File: src/rtl/display_scan_controller_pkg.sv
// Shared types and constants for the multiplexed 4-digit display scanner.
package display_scan_controller_pkg;

    typedef enum logic {
        GAP  = 1'b0,
        SHOW = 1'b1
    } scan_state_e;

    localparam logic [3:0]  BLANK_CODE = 4'hA;
    localparam int unsigned NUM_DIGITS = 4;

    // Nibble presented for digit idx: blank when it is a leading zero (lz_en) or
    // in the off half of a blink; everything else, including A-F, passes through.
    function automatic logic [3:0] digit_code(
        input logic [15:0] value,
        input logic [1:0]  idx,
        input logic        lz_en,
        input logic [3:0]  blink_mask,
        input logic        blink_phase
    );
        logic [3:0] nib;
        logic       z3, z2, z1;
        logic       suppress;
        nib = value[{idx, 2'b00} +: 4];
        z3  = (value[15:12] == 4'h0);
        z2  = z3 && (value[11:8] == 4'h0);
        z1  = z2 && (value[7:4] == 4'h0);
        case (idx)
            2'd3:    suppress = z3;
            2'd2:    suppress = z2;
            2'd1:    suppress = z1;
            default: suppress = 1'b0;
        endcase
        if ((lz_en && suppress) || (blink_phase && blink_mask[idx]))
            digit_code = BLANK_CODE;
        else
            digit_code = nib;
    endfunction

endpackage

File: src/rtl/display_scan_controller_scan_timer.sv
// Phase timer: counts the lit (SCAN_DIV) or blank (BLANK_CYC) interval and pulses on its last cycle.
module scan_timer
    import display_scan_controller_pkg::*;
#(
    parameter int unsigned SCAN_DIV  = 50000,
    parameter int unsigned BLANK_CYC = 16
) (
    input  logic        clk,
    input  logic        reset_n,
    input  scan_state_e state,
    output logic        phase_done
);

    localparam int unsigned MAX_CYC = (SCAN_DIV > BLANK_CYC) ? SCAN_DIV : BLANK_CYC;
    localparam int unsigned CW      = $clog2(MAX_CYC + 1);
    localparam logic [CW-1:0] SHOW_LAST  = CW'(SCAN_DIV - 1);
    localparam logic [CW-1:0] BLANK_LAST = CW'(BLANK_CYC - 1);

    logic [CW-1:0] cnt_q, cnt_d;

    always_comb begin
        phase_done = (cnt_q == ((state == SHOW) ? SHOW_LAST : BLANK_LAST));
        cnt_d      = phase_done ? '0 : cnt_q + 1'b1;
    end

    always_ff @(posedge clk or negedge reset_n) begin
        if (!reset_n) cnt_q <= '0;
        else          cnt_q <= cnt_d;
    end

endmodule

File: src/rtl/display_scan_controller.sv
// Time-multiplexed 4-digit display scanner with frame-aligned value load,
// leading-zero suppression and per-digit blink.
module display_scan_controller
    import display_scan_controller_pkg::*;
#(
    parameter int unsigned SCAN_DIV     = 50000,
    parameter int unsigned BLANK_CYC    = 16,
    parameter int unsigned BLINK_FRAMES = 128
) (
    input  logic        clk,
    input  logic        reset_n,
    input  logic        load_valid,
    output logic        load_ready,
    input  logic [15:0] load_data,
    input  logic        lz_en,
    input  logic [3:0]  blink_mask,
    output logic [3:0]  an_n,
    output logic [3:0]  dig_code,
    output logic        frame_start
);

    localparam int unsigned IDX_W = $clog2(NUM_DIGITS);
    localparam int unsigned FW    = (BLINK_FRAMES > 1) ? $clog2(BLINK_FRAMES) : 1;
    localparam logic [IDX_W-1:0] LAST_DIGIT = IDX_W'(NUM_DIGITS - 1);
    localparam logic [FW-1:0]    FRAME_LAST = FW'(BLINK_FRAMES - 1);

    scan_state_e      state_q, state_d;
    logic [IDX_W-1:0] idx_q, idx_d;
    logic [3:0]       an_n_q, an_n_d;
    logic [3:0]       dig_code_q, dig_code_d;
    logic             frame_start_q, frame_start_d;
    logic             pending_q, pending_d;
    logic [15:0]      shadow_q, shadow_d;
    logic [15:0]      active_q, active_d;
    logic [FW-1:0]    frame_cnt_q, frame_cnt_d;
    logic             blink_phase_q, blink_phase_d;
    logic             phase_done;

    scan_timer #(
        .SCAN_DIV  (SCAN_DIV),
        .BLANK_CYC (BLANK_CYC)
    ) u_scan_timer (
        .clk        (clk),
        .reset_n    (reset_n),
        .state      (state_q),
        .phase_done (phase_done)
    );

    always_comb begin
        state_d       = state_q;
        idx_d         = idx_q;
        an_n_d        = an_n_q;
        dig_code_d    = dig_code_q;
        frame_start_d = 1'b0;
        pending_d     = pending_q;
        shadow_d      = shadow_q;
        active_d      = active_q;
        frame_cnt_d   = frame_cnt_q;
        blink_phase_d = blink_phase_q;

        if (load_valid && !pending_q) begin
            shadow_d  = load_data;
            pending_d = 1'b1;
        end

        if (frame_start_q) begin
            if (frame_cnt_q == FRAME_LAST) begin
                frame_cnt_d   = '0;
                blink_phase_d = !blink_phase_q;
            end else begin
                frame_cnt_d = frame_cnt_q + 1'b1;
            end
        end

        // Outputs are computed from the next state so the registered copies
        // switch on the same edge as the state itself.
        if (phase_done) begin
            unique case (state_q)
                GAP: begin
                    state_d = SHOW;
                    idx_d   = idx_q + 1'b1;
                    if (idx_q == LAST_DIGIT) begin
                        frame_start_d = 1'b1;
                        if (pending_q) begin
                            active_d  = shadow_q;
                            pending_d = 1'b0;
                        end
                    end
                    an_n_d     = ~(4'b0001 << idx_d);
                    dig_code_d = digit_code(active_d, idx_d, lz_en, blink_mask, blink_phase_q);
                end
                SHOW: begin
                    state_d    = GAP;
                    an_n_d     = '1;
                    dig_code_d = BLANK_CODE;
                end
            endcase
        end
    end

    always_ff @(posedge clk or negedge reset_n) begin
        if (!reset_n) begin
            state_q       <= GAP;
            idx_q         <= LAST_DIGIT;
            an_n_q        <= '1;
            dig_code_q    <= BLANK_CODE;
            frame_start_q <= 1'b0;
            pending_q     <= 1'b0;
            shadow_q      <= '0;
            active_q      <= '0;
            frame_cnt_q   <= '0;
            blink_phase_q <= 1'b0;
        end else begin
            state_q       <= state_d;
            idx_q         <= idx_d;
            an_n_q        <= an_n_d;
            dig_code_q    <= dig_code_d;
            frame_start_q <= frame_start_d;
            pending_q     <= pending_d;
            shadow_q      <= shadow_d;
            active_q      <= active_d;
            frame_cnt_q   <= frame_cnt_d;
            blink_phase_q <= blink_phase_d;
        end
    end

    assign load_ready  = !pending_q;
    assign an_n        = an_n_q;
    assign dig_code    = dig_code_q;
    assign frame_start = frame_start_q;

endmodule

File: config.mk
export PLATFORM = sky130hd
export DESIGN_NAME = display_scan_controller
export DESIGN_NICKNAME = d
export VERILOG_FILES = /design/src/rtl/display_scan_controller_pkg.sv /design/src/rtl/display_scan_controller_scan_timer.sv /design/src/rtl/display_scan_controller.sv
export SDC_FILE = /design/constraint.sdc
export NUM_CORES = 1
export LEC_CHECK = 0
export ABC_AREA = 1
export BUFFER_PORTS_ARGS = -buffer_cell sky130_fd_sc_hd__buf_2
export CORE_MARGIN = 2
export CORE_UTILIZATION = 40
export DETAILED_ROUTE_END_ITERATION = 7
export PLACE_DENSITY = 0.7
export SYNTH_ARGS = -nofsm -noshare
export SYNTH_HDL_FRONTEND = slang
export SYNTH_HIERARCHICAL = 1
export SYNTH_SLANG_ARGS = --single-unit
File: constraint.sdc
create_clock -name clk -period 1.87 [get_ports clk]
set_input_delay 0.374 -clock clk [delete_from_list [all_inputs] [get_ports clk]]
set_output_delay 0.374 -clock clk [all_outputs]
set_load 0.05 [all_outputs]
After elaboration in Yosys (flattened, before gate mapping)
Cells that the tools add are included.

word-level totals
  output and inout bits = 10
  logic and storage cells = 62
  bits in registers = 69
  input port bits = 24

operators by class
  shift-type cells = 2
  reduce and logical (&&, ||, !) cells = 13
  equality and inequality tests = 6
  multiplexer cells = 24
  bitwise gates (word level) = 2
  magnitude comparators = 1
  add/subtract/negate cells = 3

operator list
  operator                 number
  $mux W16                 6
  $add A16 B1 Y16 const B  1
  $eq A16 B16 Y1           1
  $pmux W4 S2              2
  $shiftx A16 B5 Y4        1
  $logic_not A4 Y1         3
  $mux W1                  11
  $add A7 B1 Y7 const B    1
  $eq A7 B7 Y1 const B     1
  $mux W7                  1
  $eq A2 B2 Y1 const B     3
  $logic_and A1 B1 Y1      5
  $mux W4                  1
  $not A4 Y4               1
  $reduce_and A2 Y1        2
  $shl A1 B2 Y4 const A    1
  $lt A2 B3 Y1 const B     1
  $pmux W1 S3              1
  $add A2 B1 Y2 const B    1
  $bmux W1 S2              1
  $eq A2 B1 Y1 const B     1
  $logic_not A1 Y1         2
  $pmux W1 S2              1
  $logic_or A1 B1 Y1       1
  $not A1 Y1               1

Longest topological paths before layout
Gate-level depths: netlist (run 1).

  depth in word-level cells = 14
  gate-level depth with buffers = 17
  depth with buffers taken out = 17

Modules after synthesis
Netlist (run 1), hierarchy kept.

modules (own cells, without submodules)
  module                   cells an instance  sequential area each (sq um)  instances  area an instance (sq um)
  display_scan_controller  280                1,336.3                       1          2,616.3
  scan_timer               130                400.4                         1          962.2

Least setup slack after synthesis (run 1)
OpenSTA, ideal clock, no wires.

  path kind = register to register
  start = reg u_scan_timer.cnt_q[0]
  end = reg dig_code_q[3] (netlist: dig_code[3])
  data required time = 1.798 ns
  period minus slack after synthesis = 1.987 ns
  setup time = 0.072 ns
  path slack = -0.117 ns
  arrival = 1.915 ns
  cell stages (with the launch flop) = 17
  cell sequence = dfrtp_1 -> ha_1 -> nand3_2 -> nor2_1 -> nand3_1 -> inv_1 -> inv_2 -> nor2_8 -> inv_4 -> nor2_2 -> nand2_1 -> nand2_1 -> a21oi_1 -> nor2_1 -> nand3_1 -> nand2_1 -> inv_1

on the way
  longest elaborated chain between the ends = 1

ends and longest elaborated chain
  what                    line                                      RTL
  from (decl)             display_scan_controller_scan_timer.sv:19  logic [CW-1:0] cnt_q, cnt_d;
  from (signal assigned)  display_scan_controller_scan_timer.sv:28  else cnt_q <= cnt_d;
  $eq A16 B16 Y1          display_scan_controller_scan_timer.sv:22  phase_done = (cnt_q == ((state == SHOW) ? SHOW_LAST : BLANK_LAST));
  net phase_done          display_scan_controller.sv:37             logic phase_done;
  to (signal assigned)    display_scan_controller.sv:117            dig_code_q <= dig_code_d;
  to (decl)               display_scan_controller.sv:30             logic [3:0] dig_code_q, dig_code_d;

The timed path passes the listed nets, and every way through them passes these cells.
A chain may end at the register's enable or synchronous reset.

Worst setup path after layout (run 1)
  start = reg idx_q[1]
  end = reg dig_code_q[3] (netlist: dig_code[3])

on the way
  longest elaborated chain between the ends = 14
  elaborated cells between the ends (all ways) = 24
  classes of those cells = add/sub (1); eq/ne (4); shift (1); mux (10); reduce/logical (8)

ends and longest elaborated chain
  what                                 line                                                                  RTL
  from (decl)                          display_scan_controller.sv:28                                         logic [IDX_W-1:0] idx_q, idx_d;
  from (signal assigned)               display_scan_controller.sv:115                                        idx_q <= idx_d;
  $eq A2 B2 Y1                         display_scan_controller.sv:82                                         if (idx_q == LAST_DIGIT) begin
  $mux W16                             display_scan_controller.sv:82
  $mux W16                             display_scan_controller.sv:78                                         unique case (state_q)
  $mux W16                             display_scan_controller.sv:77                                         if (phase_done) begin
  $logic_not A4 Y1 (on tied branches)  display_scan_controller_pkg.sv:25, display_scan_controller_pkg.sv:26
  $logic_and A1 B1 Y1                  display_scan_controller_pkg.sv:26                                     z2 = z3 && (value[11:8] == 4'h0);
  $logic_and A1 B1 Y1                  display_scan_controller_pkg.sv:27                                     z1 = z2 && (value[7:4] == 4'h0);
  $pmux W1 S3                          display_scan_controller_pkg.sv:28                                     case (idx)
  $mux W1                              display_scan_controller.sv:78
  $mux W1                              display_scan_controller.sv:77
  $logic_and A1 B1 Y1                  display_scan_controller_pkg.sv:34                                     if ((lz_en && suppress) || (blink_phase && blink_mask[idx]))
  $logic_or A1 B1 Y1                   display_scan_controller_pkg.sv:34
  $mux W4 *                            display_scan_controller_pkg.sv:34
  $pmux W4 S2 *                        display_scan_controller.sv:78

Every way passes the cells marked *; elsewhere a longest branch is shown, timed or not. The select of a mux whose other input is x is not followed.

==> flow_metrics.py, run 1 <==
metrics = {
    "detailed_routing": {
        "ant_nets": 0,
        "finalWirelength_um": 8410,
        "wire_per_inst_um": 13.8,
        "drt-vias-per-instance": 4.95,
        "dr_total_vias": 3011,
        "drc": 0,
        "drt_first_pass_iters": 4,
        "drt_iter0_markers": 163,
    },
    "setup_path": {
        "crit_type": "register to register",
        "worstPathCellList": "ha_4 -> buf_6 -> nand2_4 -> buf_4 -> a21oi_2 -> a21oi_1 -> nor2_1 -> nand3_1 -> nand2_1 -> inv_1",
        "start_kind": "register",
        "slowest_delay_ns": 0.59,
        "reg2reg_setup_slack_ns": -0.04,
        "r2r_start": "idx_q[1]$_DFFE_PN1P_",
        "path_buf_inv": 3,
        "worstPathMaxFanout": 6,
        "reg2reg_to": "dig_code[3]$_DFFE_PN1P_",
        "worstRegToRegCells": 10,
        "cp.arrival_ns": 2.20,
        "cp_slowest_cell": "dfstp_2",
        "crit_family": "flip-flops",
        "cp.required_ns": 2.16,
        "end_kind": "register",
    },
    "pwr": {
        "pwr-share-clk_pct": 47.2,
        "internal_power_w": 0.00235,
        "ir_drop_mv": 0.435,
        "powerDensity_mw_per_mm2": 638,
        "p_switching_w": 0.000628,
        "p_leak_nw": 2.42,
        "p_seq_share_pct": 50.3,
        "p_comb_share_pct": 2.5,
        "p_sw_share_pct": 21.1,
    },
    "layout": {
        "final_core_util_pct": 53.8,
        "fin_cells": 608,
        "fin_area_mm2": 0.00467,
        "finalNetCount": 526,
        "antenna_cells": 0,
        "synthToLayoutAreaGrowth_pct": 30.4,
        "final_layout_size_suffix_gt1_share_pct": 38.4,
    },
    "sta": {
        "final.setup.worst_slack_ns": -0.0385,
        "hold_violations": 0,
        "tightest_slew_ns": 0.410,
        "maxSlewHeadroom_pct": 72.7,
        "fin_skew_ns": 0.0174,
        "slew_violations": 0,
        "fin_setup_tns_ns": -0.0418,
        "rsz0062_at_grt": "true",
        "fin_crit_ns": 1.91,
        "timing.final.crit_share_pct": 102,
        "finalSetupViolations": 2,
        "fmax_mhz": 524,
    },
    "synth": {
        "ys_async_sr_fraction_pct": 100,
        "synth_adder_area_share_pct": 2.45,
        "synth_cell_types": 38,
        "synthFlopType": "dfrtp_1",
        "synthXorXnorAreaFrac_pct": 3.43,
        "synth_top_area_share_pct": 42.7,
        "synth_area_leaders": "dfrtp_1 (43%), nand2_1 (9.9%), dfstp_2 (5.9%)",
        "seq_area_frac_synth_pct": 48.5,
        "synth-simple-area-share_pct": 25.0,
        "ys_seq_elements": 69,
        "syn_area_mm2": 0.00358,
        "synth_area_per_cell_um2": 8.73,
        "synth_top_family_by_area": "simple AND/OR/NAND/NOR gates",
        "synth_cells": 410,
        "synth.area.mux_share_pct": 5.31,
        "synth_compound_area_share_pct": 7.62,
        "synth_edf_count": 0,
        "syn_nets": 441,
        "synth_warnings": 6,
        "synthTopCellsByCount": "nand2_1 (94), dfrtp_1 (61), nor2_1 (51)",
        "yosysMostFrequentCell": "nand2_1",
        "synth_area_leader_cell": "dfrtp_1",
    },
    "place": {
        "place.port_buffers": 33,
        "hpwl_um": 5410,
        "dp_cells": 572,
        "preCtsSetupSlack_ns": -0.0301,
        "routabilityCongestion": 0.926,
        "placed_area_mm2": 0.00406,
    },
    "job": {
        "maxCapViolations": 0,
    },
    "clock_network": {
        "clockBufferDepth": 2,
        "cts_tree": "yes",
        "htree_levels": 3,
        "holdBufCountCts": 0,
        "worstSkewPairLatency_ns": 0.36,
        "cts.sinks": 69,
        "cts_buffers": 9,
        "clk_pin_slew_ns": 0.08,
        "cts_root_buf": "clkbuf_8",
    },
    "grt": {
        "first_global_vias": 2773,
        "antenna_found_initial": 0,
        "grt_pass1_wl_um": 12900,
        "use_met2_pct": 26.7,
        "grt-ovfl-total": 0,
        "grtUsageMet3_pct": 4.04,
        "grt.busiest_layer": "met2",
        "grt_max_degree": 70,
        "grt.total_usage_pct": 16.5,
        "use_met1_pct": 21.3,
    },
    "floorplan": {
        "fp-row-count": 34,
        "die_area_mm2": 0.00972,
        "die_y_um": 98.6,
        "start_util_pct": 41.2,
        "num_io_pins": 34,
        "fp.dieW_um": 98.6,
        "coreArea_mm2": 0.00868,
    },
    "worst_hold_path": {
        "min_path_type": "primary input to asynchronous set/reset pin",
    },
    "outcome": {
        "violations": "setup timing",
        "status": "finished with violations",
    },
}
## per-stage QoR
step / hold WS (ns) / power [W]
4_1_cts: 0.0424 / 0.00300
3_3_place_gp: 0.426 / 0.00160
3_5_place_dp: 0.430 / 0.00160
6_report: 0.0391 / 0.00298
2_1_floorplan: 0.0784 / 0.00154
5_1_grt: 0.0589 / 0.00308
## layout by cell type (no fill, tap or decap), types with 2 or more instances in the layout
master      n
a21oi_1     7
a31oi_1     2
buf_2      33
buf_4      40
buf_6       6
bufinv_16   2
clkbuf_1    2
clkbuf_8   11
clkinv_1    2
dfrtp_1    60
dfstp_2     8
ha_1        4
ha_4        3
inv_1      45
inv_2       3
inv_4       2
mux2_2     16
nand2_1    80
nand2_2    19
nand2_4     5
nand2_8     2
nand3_1    15
nand3_2     8
nand4_1     6
nor2_1     46
nor2_2      6
nor2_4      5
o21ai_0    17
o21ai_1     5
o21ai_2     6
o21ai_4     5
or2_2       3
xor2_1     13
## how the worst max path moves through the flow
stage / cells past startpoint / from / to / slack [ns]
final: 10 / idx_q[1]$_DFFE_PN1P_ / dig_code[3]$_DFFE_PN1P_ / -0.04
after global routing: 12 / idx_q[1]$_DFFE_PN1P_ / dig_code[0]$_DFFE_PN0P_ / -0.15
after CTS: 12 / idx_q[0]$_DFFE_PN1P_ / dig_code[2]$_DFFE_PN0P_ / 0.01
after detailed placement: 12 / idx_q[0]$_DFFE_PN1P_ / dig_code[2]$_DFFE_PN0P_ / -0.03
after global placement: 10 / idx_q[0]$_DFFE_PN1P_ / dig_code[2]$_DFFE_PN0P_ / 0.03
after floorplan: 16 / u_scan_timer/cnt_q[0]$_DFF_PN0_ / dig_code[3]$_DFFE_PN1P_ / 0.03
## final cells by class
cell class / instances / area, µm²
clock buffers: 13 / 159
flip-flops and latches: 69 / 1740
multi-input cells: 283 / 1810
inverters: 52 / 200
repair buffers: 80 / 553
fillers: 783 / 4010
well taps: 108 / 135
clock inverters: 3 / 68.8
## power groups by stage
stage | clock (W) | combinational (W) | sequential [W]
after floorplan | 0 | 0.00000816 | 0.00153
after global placement | 0 | 0.0000773 | 0.00153
after detailed placement | 0 | 0.0000785 | 0.00153
after CTS | 0.00143 | 0.0000787 | 0.00150
after global routing | 0.00150 | 0.0000860 | 0.00150
final | 0.00141 | 0.0000752 | 0.00150
## routing by layer
metal  vias to the layer above  share of wire (%)
met3                        25                4.5
met2                        83                 48
met1                      1432                 43
li1                       1471                  -
met4                         0                3.7
met5                         -                  0
## repair_timing
item | CTS | global route
setup buffers | 0 | 17
setup endpoints to repair | 4 | 14
hold endpoints to repair | 0 | 0
pin swaps | 0 | 22
cloned | 0 | 3
gates resized for setup | 2 | 56
## registers in the layout, summed over array words and instances (netlist names)
name,cells
dig_code,4
frame_cnt_q,7
blink_phase_q,1
idx_q,2
pending_q,1
active_q,16
frame_start,1
state_q,1
shadow_q,16
an_n,4
u_scan_timer/cnt_q,16
## cells by family (layout without fill, tap and decap cells)
family          after synthesis  in the layout
mux                          17             17
xor+xnor                     14             14
buf+inv                      61            148
simple gates                197            200
fa+ha+maj                     7              7
compound gates               45             45
flops                        69             69
(Power assumes the default switching activity.)
==> run 2: changes to the inputs <==
--- a/config.mk
+++ b/config.mk
@@ -10,6 +10,7 @@
 export CORE_MARGIN = 2
 export CORE_UTILIZATION = 40
 export DETAILED_ROUTE_END_ITERATION = 7
+export MAX_ROUTING_LAYER = met4
 export PLACE_DENSITY = 0.7
 export SYNTH_ARGS = -nofsm -noshare
 export SYNTH_HDL_FRONTEND = slang
==> run 2 against run 1 <==
  * The flow still finishes with violations (setup timing)
  * Critical path depth grew 3
  * Sequential share of layout area grew 0.10 points
  * Worst setup slack gained 0.018 ns
  * Clock power is essentially flat
  * Global-route usage grew 0.50 points
  * Worst hold slack lost 0.0042 ns
  * Routed wire length shrank 0.20%
  * Clock-buffer cell count is the same
  * Largest power group unchanged
  * Highest routed layer unchanged
==> flow_metrics.py, run 2 (synthesis results as in run 1) <==
metrics = {
    "setup_path": {
        "cp.required_ns": 2.16,
        "path_common_cell": "nand2_1",
        "slowest_delay_ns": 0.59,
        "cp.arrival_ns": 2.18,
        "crit_type": "register to register",
        "start_kind": "register",
        "worstPathCellList": "ha_4 -> buf_6 -> nand3_1 -> nand2_2 -> nor2_1 -> nand3_1 -> nand2_1 -> nand2_1 -> nand2_1 -> nand2_2 -> nand3_1 -> nand2_1 -> inv_1",
        "end_kind": "register",
        "worstPathMaxFanout": 6,
        "cp_slowest_cell": "dfstp_2",
    },
    "sta": {
        "maxSlewHeadroom_pct": 73.1,
        "slew_violations": 0,
        "tightest_slew_ns": 0.403,
        "finalSetupViolations": 4,
        "timing.final.crit_share_pct": 101,
        "final.setup.worst_slack_ns": -0.0200,
        "fmax_mhz": 529,
        "hold_violations": 0,
        "rsz0062_at_grt": "true",
        "fin_crit_ns": 1.89,
        "fin_skew_ns": 0.0186,
    },
    "pwr": {
        "powerDensity_mw_per_mm2": 641,
        "internal_power_w": 0.00235,
        "pwr-share-clk_pct": 47.3,
        "p_sw_share_pct": 21.2,
        "ir_drop_mv": 0.442,
        "p_leak_nw": 2.42,
        "p_seq_share_pct": 50.2,
        "p_switching_w": 0.000633,
        "p_comb_share_pct": 2.5,
    },
    "job": {
        "maxCapViolations": 0,
    },
    "grt": {
        "grt_max_degree": 70,
        "antenna_found_initial": 0,
        "grt-ovfl-total": 0,
        "grt.total_usage_pct": 17.0,
        "grtUsageMet3_pct": 4.04,
        "grt.busiest_layer": "met2",
        "use_met1_pct": 21.1,
        "use_met2_pct": 26.9,
        "grt_pass1_wl_um": 12900,
        "first_global_vias": 2776,
    },
    "floorplan": {
        "die_y_um": 98.6,
        "die_area_mm2": 0.00972,
        "fp.dieW_um": 98.6,
        "num_io_pins": 34,
        "start_util_pct": 41.2,
        "coreArea_mm2": 0.00868,
        "fp-row-count": 34,
    },
    "clock_network": {
        "worstSkewPairLatency_ns": 0.36,
        "cts_buffers": 9,
        "htree_levels": 3,
        "cts_root_buf": "clkbuf_8",
        "clockBufferDepth": 2,
        "cts_tree": "yes",
        "clk_pin_slew_ns": 0.09,
        "cts.sinks": 69,
    },
    "place": {
        "preCtsSetupSlack_ns": -0.0301,
        "routabilityCongestion": 0.942,
        "placed_area_mm2": 0.00406,
        "place.port_buffers": 33,
        "hpwl_um": 5410,
    },
    "detailed_routing": {
        "dr_total_vias": 3027,
        "drt-vias-per-instance": 4.98,
        "drt_iter0_markers": 144,
        "drc": 0,
        "wire_per_inst_um": 13.8,
        "finalWirelength_um": 8390,
        "ant_nets": 0,
        "drt_first_pass_iters": 4,
    },
    "outcome": {
        "violations": "setup timing",
        "status": "finished with violations",
    },
    "layout": {
        "final_core_util_pct": 53.6,
        "fillers": 784,
        "synthToLayoutAreaGrowth_pct": 30.1,
        "final_cell_mix": "nand2_1 (80), dfrtp_1 (60), nor2_1 (46)",
        "finalNetCount": 526,
        "layout_commonest_cell": "nand2_1",
        "antenna_cells": 0,
        "top_regs": "active_q: 16 flops, shadow_q: 16 flops, u_scan_timer/cnt_q: 16 flops",
        "fin_area_mm2": 0.00465,
        "final_layout_size_suffix_gt1_share_pct": 37.8,
    },
    "worst_hold_path": {
        "min_path_type": "primary input to asynchronous set/reset pin",
    },
}
run 2: path summary, 6_finish.rpt:
kind	from	slack, ns	cells after the start	end
setup / recovery	idx_q[1]$_DFFE_PN1P_	-0.02	13	dig_code[3]$_DFFE_PN1P_
hold / removal	reset_n	0.03	2	state_q$_DFFE_PN0P_
setup reg to reg	idx_q[1]$_DFFE_PN1P_	-0.02	13	dig_code[3]$_DFFE_PN1P_
hold reg to reg	blink_phase_q$_DFFE_PN0P_	0.48	1	blink_phase_q$_DFFE_PN0P_
max in group asynchronous	reset_n	1.51	2	idx_q[1]$_DFFE_PN1P_
min in group clk	load_data[11]	0.25	2	shadow_q[11]$_DFFE_PN0P_
run 2: critical path: cells and delay by family (launching register included):
family	cells	cell delay, ns
DFF	1	0.59
and+or+nand+nor	10	0.81
adders and majority gates	1	0.23
buffers and inverters	2	0.18
run 2: area by class of cell:
cell class / count / area (µm²) / area share, %
repair buffers: 80 / 553 / 11.9
flip-flops and latches: 69 / 1740 / 37.3
clock buffers: 13 / 159 / 3.41
inverters: 52 / 200 / 4.30
clock inverters: 3 / 68.8 / 1.48
multi-input cells: 283 / 1800 / 38.7
well taps: 108 / 135 / 2.90
run 2: metal layers:
layer / part of all wire [%] / up-vias
met2: 48 / 86
met5: 0 / -
met1: 43 / 1445
met4: 3.3 / 0
li1: - / 1470
met3: 5.4 / 26
run 2: timing repair:
action / 4_1_cts / 5_1_grt
setup endpoints to repair: 4 / 14
resized for setup: 2 / 53
setup buffers: 0 / 17
gates cloned: 0 / 3
hold buffers: 0 / 0
pin swaps: 0 / 21
run 2: per-stage QoR:
stage	TNS (ns)	total power (W)	instances	hold WS (ns)
after floorplan	0	0.00154	410	0.0784
after global placement	0	0.00160	572	0.426
after detailed placement	-0.0436	0.00160	572	0.430
after CTS	0	0.00300	588	0.0424
after global routing	-0.538	0.00308	608	0.0514
final	-0.0457	0.00298	608	0.0349
run 2: power groups by stage:
stage	sequential [W]	clock (W)	combinational [W]
floorplan	0.00153	0	0.00000816
global placement	0.00153	0	0.0000773
detailed placement	0.00153	0	0.0000785
CTS	0.00150	0.00143	0.0000787
global route	0.00150	0.00150	0.0000860
finish	0.00150	0.00141	0.0000754
